## src/rtl/brlite_svc_queue_pkg.sv

```systemverilog
// Shared types for the BrLite service-receive path: the service message
// layout, the default queue depth and the handshake FSM states.
package brlite_svc_queue_pkg;

    typedef struct packed {
        logic [7:0]  ksvc;
        logic [15:0] seq_source;
        logic [15:0] producer;
        logic [31:0] payload;
    } brlite_svc_t;

    localparam int BRLITE_SVC_QUEUE_DEPTH = 8;

    typedef enum logic [1:0] {
        SVCQ_IDLE,
        SVCQ_ACK,
        SVCQ_WAIT
    } svcq_state_t;

endpackage

```

## src/rtl/brlite_fifo.sv

```systemverilog
// Generic DEPTH-entry FIFO of service messages with wrap-around pointers
// and an occupancy count; a push when full or a pop when empty is ignored.
module brlite_fifo
    import brlite_svc_queue_pkg::*;
#(
    parameter  int DEPTH = BRLITE_SVC_QUEUE_DEPTH,
    localparam int CNT_W = $clog2(DEPTH + 1),
    localparam int PTR_W = $clog2(DEPTH)
) (
    input  logic              clk_i,
    input  logic              rst_i,
    input  logic              push_i,
    input  logic              pop_i,
    input  brlite_svc_t       wdata_i,
    output brlite_svc_t       rdata_o,
    output logic [CNT_W-1:0]  count_o
);

    brlite_svc_t      r_mem [DEPTH];
    logic [PTR_W-1:0] r_wptr;
    logic [PTR_W-1:0] r_rptr;
    logic [CNT_W-1:0] r_count;
    logic             w_do_push;
    logic             w_do_pop;

    assign w_do_push = push_i && (r_count != CNT_W'(DEPTH));
    assign w_do_pop  = pop_i  && (r_count != '0);

    // Storage is not reset; its contents are irrelevant while the count is zero.
    always_ff @(posedge clk_i) begin
        if (w_do_push) begin
            r_mem[r_wptr] <= wdata_i;
        end
    end

    always_ff @(posedge clk_i or posedge rst_i) begin
        if (rst_i) begin
            r_wptr  <= '0;
            r_rptr  <= '0;
            r_count <= '0;
        end else begin
            if (w_do_push) begin
                r_wptr <= r_wptr + PTR_W'(1);
            end
            if (w_do_pop) begin
                r_rptr <= r_rptr + PTR_W'(1);
            end
            case ({w_do_push, w_do_pop})
                2'b10:   r_count <= r_count + CNT_W'(1);
                2'b01:   r_count <= r_count - CNT_W'(1);
                default: r_count <= r_count;
            endcase
        end
    end

    assign rdata_o = r_mem[r_rptr];
    assign count_o = r_count;

endmodule

```

## src/rtl/brlite_svc_queue.sv

```systemverilog
// Receive-side buffer between the BrLite router local port and the NI:
// req/ack capture FSM in front of a service-message FIFO.
module brlite_svc_queue
    import brlite_svc_queue_pkg::*;
#(
    parameter  int DEPTH = BRLITE_SVC_QUEUE_DEPTH,
    localparam int CNT_W = $clog2(DEPTH + 1)
) (
    input  logic              clk_i,
    input  logic              rst_i,
    input  logic              br_req_i,
    output logic              br_ack_o,
    input  brlite_svc_t       br_data_i,
    output logic              br_svc_rx_o,
    input  logic              br_svc_ack_i,
    output brlite_svc_t       br_svc_data_o,
    output logic [CNT_W-1:0]  occupancy_o,
    output logic              stall_o
);

    svcq_state_t      r_state;
    svcq_state_t      w_next_state;
    logic             w_push;
    logic             w_full;
    logic [CNT_W-1:0] w_count;
    brlite_svc_t      w_head;

    assign w_full = (w_count == CNT_W'(DEPTH));

    always_ff @(posedge clk_i or posedge rst_i) begin
        if (rst_i) begin
            r_state <= SVCQ_IDLE;
        end else begin
            r_state <= w_next_state;
        end
    end

    // WAIT holds off until req drops so a late-dropping router gets one capture.
    always_comb begin
        w_next_state = r_state;
        case (r_state)
            SVCQ_IDLE: if (br_req_i && !w_full) w_next_state = SVCQ_ACK;
            SVCQ_ACK:  w_next_state = SVCQ_WAIT;
            SVCQ_WAIT: if (!br_req_i) w_next_state = SVCQ_IDLE;
            default:   w_next_state = SVCQ_IDLE;
        endcase
    end

    always_comb begin
        br_ack_o = (r_state == SVCQ_ACK);
        w_push   = (r_state == SVCQ_IDLE) && br_req_i && !w_full;
        stall_o  = (r_state == SVCQ_IDLE) && br_req_i && w_full;
    end

    brlite_fifo #(
        .DEPTH(DEPTH)
    ) u_fifo (
        .clk_i   (clk_i),
        .rst_i   (rst_i),
        .push_i  (w_push),
        .pop_i   (br_svc_ack_i),
        .wdata_i (br_data_i),
        .rdata_o (w_head),
        .count_o (w_count)
    );

    assign occupancy_o   = w_count;
    assign br_svc_rx_o   = (w_count != '0);
    assign br_svc_data_o = br_svc_rx_o ? w_head : '0;

endmodule
```

## config.mk

```make
export PLATFORM = sky130hd
export DESIGN_NAME = brlite_svc_queue
export DESIGN_NICKNAME = d
export VERILOG_FILES = /design/src/rtl/brlite_svc_queue_pkg.sv /design/src/rtl/brlite_fifo.sv /design/src/rtl/brlite_svc_queue.sv
export SDC_FILE = /design/constraint.sdc
export NUM_CORES = 1
export LEC_CHECK = 0
export CAP_MARGIN = 10
export CELL_PAD_IN_SITES_DETAIL_PLACEMENT = 1
export CELL_PAD_IN_SITES_GLOBAL_PLACEMENT = 2
export CORE_AREA = 4 4 221 223
export CTS_BUF_LIST = sky130_fd_sc_hd__clkbuf_2
export DETAILED_ROUTE_END_ITERATION = 7
export DIE_AREA = 0 0 225 227
export PLACE_DENSITY = 0.81
export SLEW_MARGIN = 20
export SYNTH_ARGS = -nofsm -noshare
export SYNTH_HDL_FRONTEND = slang
export SYNTH_SLANG_ARGS = --single-unit
```

## constraint.sdc

```tcl
create_clock -name clk_i -period 19.2 [get_ports clk_i]
set_clock_uncertainty 0.1 [all_clocks]
set_input_delay 3.84 -clock clk_i [delete_from_list [all_inputs] [get_ports clk_i]]
set_output_delay 3.84 -clock clk_i [all_outputs]
set_load 0.02 [all_outputs]
```

==> results.md <==
- The run finished with clean final reports.
- The number of antenna violations at the first check in global routing is 6.
- Compared with the post-synthesis result, the final layout area differs by 16.1%.
- After clock tree synthesis, the setup repair step added 0 buffers.
- The cell leakage power is 8.46 nW.
- The sequential cell area fraction in the yosys report is between 70% and 80%.
- The synthesized-area fraction occupied by xor and xnor cells is 0.276%.
- The global-route wire length before repair is 72.9 mm.
- The number of hold-slack violations in the final timing report is 0.
- Excluding fillers, the count of instances in the completed layout stands at 1906.
- The fill cell instance count of the final layout is 4125.
- The number of violations of the max-capacitance limit is 0.
- CTS saw 588 sinks.
- At the pin with the least slew margin, the transition time is 0.961 ns.
- The most common cell after layout, fill and taps aside is sky130_fd_sc_hd__edfxtp_1.
- In the final layout, the multi-input gates occupy 4330 µm².
- The final net count is around 1300.
- After layout, the minimum clock period comes to between 9 and 10 ns.
- The floorplan die height is between 200 and 250 µm.
- The post-cts hold buffer count is 0.
- The clock-pin transition on the worst setup and hold timing paths is 0.09 ns.
- Dividing the final minimum period by the clock period gives 49.4%.
- Of the total synthesized cell area, the portion taken by full adders, half adders and majority gates is less than 1%.
- For the worst setup path, the data arrival time is 5.55 ns.
- The total DRC errors in the routed layout is 0.
- The starting density of the core is a little under half.
- The initial DRC count is a little under 800.
- Based on the critical path, the design can be clocked at up to 0.105 GHz.
- For this run, the total global-route usage over all layers was measured as 19.5%.
- The clock reaches the later pin of the worst-skew pair after about 1.2 ns.
- The final number of max-transition violations was 0.
- The count of flip-flops with a built-in enable after synthesis is 576.
- The largest voltage drop on the vdd net is 0.000121 V.
- The clock tree from TritonCTS is done.
- Data on the critical path is required at its endpoint by around 15 ns.
- The Yosys step of the flow raised 0 warnings.
- For met3 alone, demand over resource in global routing was 5.71%.
- For met1 alone, demand over resource in global routing was 24.7%.
- The floorplan has 79 rows.
- In the final layout, flip-flops and latches occupy approximately 18000 µm².
- The first detailed-routing pass ran for 5 iterations.
- Wires add up to 48.0 mm.
- Yosys mapped the design onto 36 distinct sky130hd cell types.
- The share of flip-flops with an asynchronous set or reset is 2.04%.
- The synthesized netlist devotes less than 1% of its cell area to simple gates.
- The total power divided by cell area is roughly 150 nW/µm².
- The number of placed cells counting well taps is 1645.
- The relative max-transition margin is 35.9%.
- Across all hold checks on the routed design, the worst slack comes to 0.462 ns.
- The class of the worst hold path is reg -> reg.
- The via count of the first global-routing pass is 11900.
- The netlist area before placement is 22300 µm².
- The maximum number of buffers from clock root to sink is 3.
- The predominant post-synthesis flop cell is sky130_fd_sc_hd__edfxtp_1.
- The residual antenna-violating net count after detailed routing is 0.
- The critical path class is in -> out.
- The vias after detailed routing is roughly 11000.
- Entering global routing, the biggest net connects 111 pins.
- The fraction of synthesized area in multiplexers is between 10% and 20%.
- The total congestion overflow after global routing is 0.
- The area of the core is 46600 µm².
- The dominant combinational cell family by area after synthesis is multiplexers.
- The compound-gate portion of the synthesized area is 3.04%.
- CTS built an H-tree with a depth of 4.
- Each instance of the synthesized netlist takes up on average 24.4 µm².
- The number of buffers added on ports is 154.
- The area of the die is 51100 µm².
- The fraction of layout instances using a drive strength above 1 is 31.6%.
- The last weighted congestion value of the routability-driven placer is just under 0.7.
- Using the TritonRoute via totals, the vias-per-cell ratio works out to 5.60.
- The number of top-level pins is 155.
- After synthesis the netlist holds a flip-flop and latch count of 588.
- The number of gates resized after CTS is 0.
- Setup violations remaining at the end of the flow were counted as 0.
- The synthesized netlist net count is slightly below 1000.
- The highest net fanout along the worst path is 4.
- Cells fill 55.5% of the core in the end.
- The setup check on the worst reg-to-reg path leaves a slack of approximately 16 ns.
- The floorplan step set the die width to 225 µm.
- The library cells used most frequently in the layout, excluding fill and tap cells, are sky130_fd_sc_hd__edfxtp_1, sky130_fd_sc_hd__clkbuf_2, sky130_fd_sc_hd__clkdlybuf4s50_1, sky130_fd_sc_hd__mux4_2, sky130_fd_sc_hd__a22o_1.
- The half-perimeter wire length after detailed placement is between 20 and 25 mm.
- Global routing consumed, on the met2 layer, 32.9% of the routing resources.
- STA classifies the critical path startpoint as a primary input.
- Setup repair after global routing left no endpoint under its margin.
- The most heavily used metal layer in global routing is met2.
- Buffers inserted during clock tree synthesis total 145.
- The kind of capture point of the worst setup path is an output port.
- The root cell of the clock tree is sky130_fd_sc_hd__clkbuf_2.
- The cell count after synthesis is 913.
- The detail-routed net length per standard cell is 25.2 µm.
- The summed negative setup slack over all endpoints is 0 ns.
worst max-delay path, stage by stage:
cell and delay (ns):
sky130_fd_sc_hd__clkdlybuf4s50_1 0.48, sky130_fd_sc_hd__nor3b_1 0.39, sky130_fd_sc_hd__nor2b_1 0.22, sky130_fd_sc_hd__clkdlybuf4s50_1 0.62
flip-flops by register name, indices dropped and copies added, names as in the netlist:
| name | count |
|---|---|
| u_fifo.r_mem | 576 |
| u_fifo.count_o | 4 |
| u_fifo.r_rptr | 3 |
| u_fifo.r_wptr | 3 |
| r_state | 2 |
synthesized netlist by cell type (all sizes together) (2+ instances only):
| library cell | n | area share (%) |
|---|---|---|
| or4 | 2 | 0.084 |
| nand2b | 3 | 0.084 |
| xnor2 | 6 | 0.24 |
| buf | 36 | 1.3 |
| a22o | 72 | 2.8 |
| nand2 | 3 | 0.051 |
| edfxtp | 576 | 78 |
| or4b | 2 | 0.090 |
| mux4 | 144 | 15 |
| nand3b | 2 | 0.067 |
| ha | 5 | 0.28 |
| clkbuf | 15 | 0.25 |
| dfrtp | 12 | 1.3 |
| inv | 5 | 0.084 |
| mux2 | 3 | 0.15 |
| nor2 | 4 | 0.067 |
| nor2b | 4 | 0.15 |
| nor3 | 4 | 0.090 |
| nand3 | 3 | 0.067 |
kinds of logic after synthesis:
logic type      after synthesis
compound gates               78
xor+xnor                      7
fa+ha+maj                     5
buf+inv                      56
flops                       588
mux                         148
simple gates                 31
worst paths after layout:
kind | startpoint | to | depth (start not counted)
max | br_req_i | stall_o | 4
min | r_state[0] | r_state[1] | 2
max reg2reg | r_state[1] | u_fifo.r_mem[2][44] | 5
min reg2reg | r_state[0] | r_state[1] | 2
max in group asynchronous | rst_i | u_fifo.r_rptr[1] | 2
min in group asynchronous | rst_i | u_fifo.count_o[0] | 2
metrics by stage:
stage	total power, mW	instance area, µm²	worst slack [ns]
after CTS	3.97	25800	9.70
final	3.90	25800	9.71
after floorplan	2.60	22300	7.16
after detailed placement	3.12	24400	9.72
after global placement	3.09	24400	9.77
after global routing	4.12	25800	9.63
metal layers:
layer  wire length [µm]  up-vias
li1                   -     4599
met1              19300     5666
met2              25100      327
met3               2750       79
met4                832        4
met5                 27        -
cell type report:
class	instances	share of cell area, %
sequential	588	68.2
multi-input combinational	269	16.8
antenna	8	0.0775
inverter	5	0.0727
timing repair buffer	176	6.66
tap	607	2.94
clock buffer	203	3.93
clock inverter	50	1.36
where the power goes:
part / internal [mW] / switching, mW / total [mW]
registers: 1.56 / 0.0920 / 1.65
logic: 0.680 / 0.722 / 1.40
clock network: 0.355 / 0.486 / 0.841
Power figures use the tool's default switching activity.
